==> config.mk <==
export PLATFORM = sky130hd
export DESIGN_NAME = game_seq_ctrl
export DESIGN_NICKNAME = d
export VERILOG_FILES = /design/src/rtl/game_pkg.sv /design/src/rtl/game_seq_ctrl_tick_gen.sv /design/src/rtl/game_seq_ctrl.sv
export SDC_FILE = /design/constraint.sdc
export NUM_CORES = 1
export LEC_CHECK = 0
export CAP_MARGIN = 20
export CORE_ASPECT_RATIO = 1.25
export CORE_UTILIZATION = 45
export CTS_BUF_LIST = sky130_fd_sc_hd__clkbuf_8
export CTS_CLUSTER_DIAMETER = 40
export DETAILED_ROUTE_END_ITERATION = 7
export DONT_BUFFER_PORTS = 1
export GPL_ROUTABILITY_DRIVEN = 0
export GPL_TIMING_DRIVEN = 1
export HOLD_SLACK_MARGIN = 0.08
export PLACE_DENSITY = 0.63
export RECOVER_POWER = 25
export SLEW_MARGIN = 0
export SYNTH_ARGS = -nofsm -noshare
export SYNTH_HDL_FRONTEND = slang
export SYNTH_SLANG_ARGS = --single-unit
==> constraint.sdc <==
create_clock -name clk -period 4.9 [get_ports clk]
set_input_delay 1.225 -clock clk [delete_from_list [all_inputs] [get_ports clk]]
set_output_delay 1.225 -clock clk [all_outputs]
set_load 0.03 [all_outputs]
==> src/rtl/game_pkg.sv <==
// Shared types and defaults for the game sequencer slice.
package game_pkg;

    localparam int Y_W         = 26;
    localparam int DEF_SCORE_W = 16;
    localparam int DEF_ROW_H   = 32;

    typedef enum logic [2:0] {
        ST_IDLE      = 3'd0,
        ST_COUNTDOWN = 3'd1,
        ST_PLAY      = 3'd2,
        ST_PAUSE     = 3'd3,
        ST_DYING     = 3'd4,
        ST_OVER      = 3'd5
    } game_state_e;

endpackage

==> src/rtl/game_seq_ctrl_tick_gen.sv <==
// Free-running divider: one-cycle tick every TICK_DIV clocks, in every game state.
module tick_gen #(
    parameter int TICK_DIV = 1_000_000
) (
    input  logic clk,
    input  logic rst,
    output logic tick
);

    localparam int CW = (TICK_DIV > 1) ? $clog2(TICK_DIV) : 1;
    localparam logic [CW-1:0] LAST = CW'(TICK_DIV - 1);

    logic [CW-1:0] count;

    always_ff @(posedge clk or negedge rst) begin
        if (!rst)
            count <= '0;
        else if (count == LAST)
            count <= '0;
        else
            count <= count + CW'(1);
    end

    assign tick = (count == LAST);

endmodule

==> src/rtl/game_seq_ctrl.sv <==
// Game sequencer: countdown, play, pause, death and game-over around the ball datapath.
// Lives and score are tracked here; every output is a flop.
module game_seq_ctrl
    import game_pkg::*;
#(
    parameter int TICK_DIV     = 1_000_000,
    parameter int CD_TICKS     = 50,
    parameter int FAIL_CONFIRM = 4,
    parameter int DEATH_TICKS  = 100,
    parameter int LIVES        = 3,
    parameter int ROW_H        = DEF_ROW_H,
    parameter int SCORE_W      = DEF_SCORE_W
) (
    input  logic               clk,
    input  logic               rst,
    input  logic               btn_start,
    input  logic               btn_pause,
    input  logic               fail,
    input  logic [Y_W-1:0]     y_ball,
    output logic               ball_en,
    output logic               ball_rst,
    output logic [2:0]         game_state,
    output logic [1:0]         countdown,
    output logic [1:0]         lives,
    output logic [SCORE_W-1:0] score,
    output logic               game_over
);

    localparam int PH_MAX = (CD_TICKS > DEATH_TICKS) ? CD_TICKS : DEATH_TICKS;
    localparam int PH_W   = $clog2(PH_MAX + 1);
    localparam int FC_W   = $clog2(FAIL_CONFIRM + 1);

    localparam logic [PH_W-1:0] CD_LAST    = PH_W'(CD_TICKS - 1);
    localparam logic [PH_W-1:0] DEATH_LAST = PH_W'(DEATH_TICKS - 1);
    localparam logic [FC_W-1:0] FC_LIMIT   = FC_W'(FAIL_CONFIRM);

    game_state_e     state;
    logic            tick;
    logic [PH_W-1:0] phase;
    logic [FC_W-1:0] fail_cnt;
    logic [Y_W-1:0]  best_y;

    logic [Y_W:0]    row_next;
    logic            score_hit;
    logic [FC_W-1:0] fail_nxt;
    logic            death_hit;

    tick_gen #(.TICK_DIV(TICK_DIV)) u_tick (
        .clk  (clk),
        .rst  (rst),
        .tick (tick)
    );

    // One extra bit so best_y + ROW_H near the top of the y range cannot wrap.
    assign row_next  = {1'b0, best_y} + (Y_W + 1)'(ROW_H);
    assign score_hit = ({1'b0, y_ball} >= row_next);
    assign fail_nxt  = fail ? (fail_cnt + FC_W'(1)) : '0;
    assign death_hit = (fail_nxt == FC_LIMIT);

    assign game_state = state;

    always_ff @(posedge clk or negedge rst) begin
        if (!rst) begin
            state     <= ST_IDLE;
            ball_en   <= 1'b0;
            ball_rst  <= 1'b1;
            countdown <= 2'd0;
            lives     <= 2'(LIVES);
            score     <= '0;
            game_over <= 1'b0;
            fail_cnt  <= '0;
            phase     <= '0;
            best_y    <= '0;
        end else begin
            ball_en <= 1'b0;
            case (state)
                ST_IDLE: begin
                    ball_rst  <= 1'b1;
                    game_over <= 1'b0;
                    if (btn_start) begin
                        state     <= ST_COUNTDOWN;
                        lives     <= 2'(LIVES);
                        score     <= '0;
                        best_y    <= '0;
                        countdown <= 2'd3;
                        phase     <= '0;
                        fail_cnt  <= '0;
                        ball_rst  <= 1'b0;
                    end
                end
                ST_COUNTDOWN: begin
                    ball_rst <= 1'b0;
                    if (tick) begin
                        if (phase == CD_LAST) begin
                            phase <= '0;
                            if (countdown == 2'd1) begin
                                state     <= ST_PLAY;
                                countdown <= 2'd0;
                            end else begin
                                countdown <= countdown - 2'd1;
                            end
                        end else begin
                            phase <= phase + PH_W'(1);
                        end
                    end
                end
                ST_PLAY: begin
                    // Pause wins outright; the tick's fail/score work is skipped, so fail_cnt survives.
                    if (btn_pause) begin
                        state <= ST_PAUSE;
                    end else if (tick) begin
                        ball_en <= 1'b1;
                        if (score_hit) begin
                            best_y <= row_next[Y_W-1:0];
                            if (score != '1)
                                score <= score + SCORE_W'(1);
                        end
                        if (death_hit) begin
                            state    <= ST_DYING;
                            lives    <= lives - 2'd1;
                            fail_cnt <= '0;
                            phase    <= '0;
                        end else begin
                            fail_cnt <= fail_nxt;
                        end
                    end
                end
                ST_PAUSE: begin
                    if (btn_pause)
                        state <= ST_PLAY;
                end
                ST_DYING: begin
                    if (tick) begin
                        if (phase == DEATH_LAST) begin
                            phase <= '0;
                            if (lives == 2'd0) begin
                                state     <= ST_OVER;
                                game_over <= 1'b1;
                                ball_rst  <= 1'b1;
                            end else begin
                                // Respawn: ball_rst is high only for the first COUNTDOWN cycle.
                                state     <= ST_COUNTDOWN;
                                ball_rst  <= 1'b1;
                                best_y    <= '0;
                                countdown <= 2'd3;
                                fail_cnt  <= '0;
                            end
                        end else begin
                            phase <= phase + PH_W'(1);
                        end
                    end
                end
                ST_OVER: begin
                    game_over <= 1'b1;
                    ball_rst  <= 1'b1;
                    if (btn_start) begin
                        state     <= ST_IDLE;
                        game_over <= 1'b0;
                    end
                end
                default: state <= ST_IDLE;
            endcase
        end
    end

endmodule
# After elaboration in Yosys (flattened, before gate mapping)
# Index checks and enable logic that the tools add are counted.
# word_totals
regBits	82
in_bits	31
output_inout_bits	26
wordCells	132
# classes
n_addsub	7
n_lt_le_gt_ge	1
eq_ne	28
mux	68
n_reduce_logical	17
# ops
op	n
two-way mux 26 bit	7
two-way mux 16 bit	5
case mux 26 bit (3 select lines)	1
two-way mux 3 bit	19
two-way mux 7 bit	8
case mux 16 bit (2 select lines)	1
!= test 2 bit, second input constant	15
case mux 7 bit (4 select lines)	1
adder 26 x 6 -> 27 bit, second input constant	1
greater-or-equal comparator 26 x 27 -> 1 bit	1
AND reduction 7 bit	3
adder 20 x 1 -> 20 bit, second input constant	1
== test 20 bit, second input constant	1
two-way mux 2 bit	10
two-way mux 20 bit	1
case mux 3 bit (6 select lines)	1
adder 16 x 1 -> 16 bit, second input constant	1
!= test 16 bit, second input constant	1
AND reduction 10 bit	1
== test 3 bit, second input constant	3
two-way mux 1 bit	9
case mux 3 bit (3 select lines)	1
nonzero test 3 bit	3
AND reduction 8 bit	1
other kinds (21)	25

# Depth between registers and ports, before layout
# Gate-level depths: netlist (run 1).
# logic_depth
word_depth	7
mapped_depth	14
depth_no_buf	13

# Hierarchy
# Synthesis (run 1) repeated with hierarchy kept, for this count alone.
# unflattened
hier_cells	563
hier_area_um2	5136.2
# by_module_without_submodules
mod	instances	cells_each	area_per_inst_um2	seq_area_each_um2
game_seq_ctrl	1	464	4080.2	1430.1
tick_gen	1	99	1056.0	500.5

# Worst setup path before layout (run 1)
# OpenSTA, ideal clock, no wires.
# synth_path
path_type	register -> register
start	register best_y[5]
end	register best_y[12]
setup_time_ps	128
t_arrival_ps	3502
slack_ps	1271
path_stages_with_launch	15
n_path_buf	1
cell_sequence	dfrtp_1 -> ha_1 -> nand3_1 -> nor4_2 -> and4_1 -> and3_1 -> xnor2_1 -> ha_1 -> nand3_1 -> nor4_1 -> o2111ai_1 -> and3_1 -> a21oi_2 -> buf_4 -> mux2_1
# synth_between
elab_chain_cells	5
# synth_rtl
element	line_no	text
start, declared	game_seq_ctrl.sv:41	logic [Y_W-1:0] best_y;
start signal, assigned	game_seq_ctrl.sv:114	best_y <= row_next[Y_W-1:0];
adder 26 x 6 -> 27 bit (*)	game_seq_ctrl.sv:55	assign row_next = {1'b0, best_y} + (Y_W + 1)'(ROW_H);
parallel branches: the longest is 4 deep, another holds greater-or-equal comparator 26 x 27 -> 1 bit	n/a	
# Mark *: on every way between the ends. The select of a mux whose other input is x is not followed.
# A chain may end at the register's enable or synchronous reset.

# Final worst setup path (run 1)
# layout_path
start	register best_y[5]
end	register best_y[11]
# Same word-level chain as after synthesis.

==> results of run 1 <==
==> final cells by class <==
type / instances / area, um^2
clock buffers: 10 / 138
flip-flops and latches: 77 / 1930
well taps: 135 / 169
repair buffers: 8 / 60.1
inverters: 22 / 82.6
multi-input cells: 448 / 3110
clock inverters: 6 / 103
fillers: 1051 / 5600
==> state kept, by name (all words and copies together), names as in the netlist, 2 cells and up <==
register / cells
best_y: 21
u_tick.count: 20
score: 16
phase: 7
fail_cnt: 3
game_state: 3
countdown: 2
lives: 2
==> where the power goes <==
part	switching (mW)	total, mW	internal (mW)
clock	0.236	0.584	0.348
sequential	0.00232	0.642	0.640
combinational	0.213	0.317	0.104
==> final timing paths <==
kind                            startpoint         endpoint  slack [ns]
setup / recovery                 best_y[5]       best_y[11]        0.62
hold / removal             u_tick.count[4]  u_tick.count[4]        0.47
setup reg to reg                 best_y[5]       best_y[11]        0.62
hold reg to reg            u_tick.count[4]  u_tick.count[4]        0.47
max in group asynchronous              rst         lives[1]        4.13
min in group asynchronous              rst         phase[0]        0.56
==> cells by family (layout without fill, tap and decap cells) <==
| family | Yosys count | after routing | share of synthesized area (%) |
|---|---|---|---|
| flops | 77 | 77 | 37.2 |
| simple gates | 241 | 241 | 25.3 |
| compound gates | 122 | 122 | 17.1 |
| mux | 18 | 18 | 3.81 |
| xor+xnor | 38 | 38 | 6.41 |
| buf+inv | 42 | 46 | 3.16 |
| fa+ha+maj | 29 | 29 | 6.99 |
==> stage by stage <==
step | power, mW | cell area [um^2] | hold slack (ns)
floorplan | 0.897 | 5190 | 0.438
global placement | 0.960 | 5350 | 0.452
detailed placement | 0.970 | 5350 | 0.465
CTS | 1.56 | 5590 | 0.478
global route | 1.63 | 5590 | 0.505
finish | 1.54 | 5590 | 0.475
==> cells in the final DEF, fill, tap and decap left out, types with 19 or more instances in the layout <==
cell type                 count
sky130_fd_sc_hd__dfrtp_1     74
sky130_fd_sc_hd__nor2_1      54
sky130_fd_sc_hd__xor2_1      22
sky130_fd_sc_hd__nand3_1     40
sky130_fd_sc_hd__nand2_1     51
sky130_fd_sc_hd__ha_1        29
sky130_fd_sc_hd__inv_1       24
sky130_fd_sc_hd__nand4_1     19
sky130_fd_sc_hd__a21oi_1     20
==> routing by layer <==
layer / wire length [um] / track usage (%) / share of wire (%)
met5: 0 / 0 / 0
met3: 498 / 4.07 / 4.1
met2: 6260 / 37.5 / 51
met1: 5260 / 26.3 / 43
met4: 282 / 8.52 / 2.3
==> metrics.md, run 1 <==
| Metric | Value |
|---|---|
| CTS sink count | `77` |
| Relative slew slack | `30.4%` |
| Post-layout minimum cycle time | `4.28 ns` |
| Kind of cell adding the most delay to the critical path | `simple AND/OR/NAND/NOR gates` |
| Post-place setup slack | `0.576 ns` |
| Largest net degree at the start of global routing | `78` |
| Pin slew with the least headroom to its limit | `1.04 ns` |
| Worst path depth | `14` |
| Clock tree from TritonCTS | `built` |
| Worst Path Required | `5.14 ns` |
| Worst path bufs/invs | `1` |
| Routed length per placed instance | `17.4 um` |
| Vertical extent of the die | `122 um` |
| PortBufs | `0` |
| Core footprint | `11200 um^2` |
| R2r worst-path depth | `14` |
| Placed Cells | `690` |
| Critical Path Fanout Max | `11` |
| DRC marker count from the first detailed-route iteration | `274` |
| Achievable clock frequency | `0.234 GHz` |
| Dominant cells by area after synthesis | `sky130_fd_sc_hd__dfrtp_1 36%, sky130_fd_sc_hd__ha_1 7.0%, sky130_fd_sc_hd__nor2_1 3.9%` |
| Total count of hold-check failures in the final report | `0` |
| Net count after synthesis | `627` |
| Clock slew at the register clock pins of the worst setup and hold paths | `0.08 ns` |
| Share of the clock period used by the worst path after layout | `87.2%` |
| Netlist cell types | `70` |
| Synth area leader | `sky130_fd_sc_hd__dfrtp_1` |
| Initial standard-cell utilization of the core | `46.4%` |
| Post-detailed-route count of antenna-violating nets | `0` |
| CTS Root Cell | `sky130_fd_sc_hd__clkbuf_8` |
| Ratio of cells with drive above 1 in the final layout | `7.71%` |
| Total of warnings raised by yosys | `0` |
| P&R area growth vs syn | `7.59%` |
| Sequential fraction of the synthesis area | `37.2%` |
| Post-DP HPWL | `8.83 mm` |
| Cell with the most instances after synthesis | `sky130_fd_sc_hd__dfrtp_1` |
| Area of the die | `12000 um^2` |
| Max VDD drop | `0.155 mV` |
| Final standard cell count with taps included and fillers excluded | `706` |
| Run status | `finished with violations` |
| Unrepaired setup endpoints after global routing | `false` |
| Total routed wirelength | `12.3 mm` |
| Number of max-cap violations | `0` |
| Number of global-route vias before repair | `4198` |
| Number of enable-type register cells in the synthesized netlist | `0` |
| Tightest Hold Check Type | `reg2reg` |
| Die X | `98.1 um` |
| Top-Level Pins | `57` |
| Hold buffers post-CTS | `0` |
| Portion of synthesized cell area occupied by the leading cell type | `35.7%` |
| Maximum count of clock buffers along a single path | `2` |
| Avg Inst Size Synth | `9.16 um^2` |
| Post-CTS setup-driven buffer insertion count | `0` |
| Resize count post-CTS | `0` |
| Final core utilization | `49.9%` |
| Setup CP Type | `reg2reg` |
| Wire length of the first global-routing pass | `20.4 mm` |
| Insertion delay to the later sink of the worst-skew pair | `0.36 ns` |
| Post-route DRC violation count | `5` |
| Vias | `4396` |
| Mean number of vias per cell | `6.23` |
| Final setup viols | `0` |
| Synth Cell Area | `5190 um^2` |
| Share of async-settable or async-resettable flops after synthesis | `100%` |
| CTS H-Tree Depth | `3` |
| Chain of cells forming the critical path | `ha_1 > nand3_1 > nor4_2 > and4_1 > and3_1 > xnor2_1 > ha_1 > nand3_1 > nor4_1 > o2111ai_1 > and3_1 > a21oi_2 > buf_4 > mux2_1` |
| Total routing resource utilization after global routing | `21.5%` |
| Clock skew after layout | `0.00704 ns` |
| Data arrival time at the worst-slack endpoint | `4.52 ns` |
| CP max stage cell | `sky130_fd_sc_hd__dfrtp_1` |
| Violated checks | `DRC` |
| Final Max Slew Viols | `0` |
| # rows | `43` |
| Crit-path max cell delay | `0.43 ns` |
| Startpoint class of the critical path | `register` |
| Fin worst setup slack | `0.625 ns` |
| Inserted Diodes | `0` |
| Power per cell area | `276 nW/um^2` |
| LEAKAGE | `2.44 nW` |
| Remaining Overflow, GRT | `0` |
| Number of antenna violations at the first check in global routing | `0` |
| Count of TritonRoute iterations in the first routing pass | `7` |
| Total negative setup slack | `0 ns` |
| Synth cell count leaders | `74 x sky130_fd_sc_hd__dfrtp_1, 54 x sky130_fd_sc_hd__nor2_1, 51 x sky130_fd_sc_hd__nand2_1` |
| Synthesized netlist cell count | `567` |
| #FFs+latches synth | `77` |
| Layout Nets | `626` |
| Endpoint kind of the worst setup timing path | `register` |
| Hold path depth | `1` |
| TritonCTS Buffers | `9` |
| Main flop type after synthesis | `sky130_fd_sc_hd__dfrtp_1` |
Note: power is estimated with default switching activity, not from simulation.
==> run 2, diff against run 1 <==
--- a/config.mk
+++ b/config.mk
@@ -12,11 +12,9 @@
 export CTS_CLUSTER_DIAMETER = 40
 export DETAILED_ROUTE_END_ITERATION = 7
 export DONT_BUFFER_PORTS = 1
-export GPL_ROUTABILITY_DRIVEN = 0
 export GPL_TIMING_DRIVEN = 1
 export HOLD_SLACK_MARGIN = 0.08
 export PLACE_DENSITY = 0.63
-export RECOVER_POWER = 25
 export SLEW_MARGIN = 0
 export SYNTH_ARGS = -nofsm -noshare
 export SYNTH_HDL_FRONTEND = slang
==> results of run 2 <==
Final layout, timing and power as in run 1 (identical DEF).
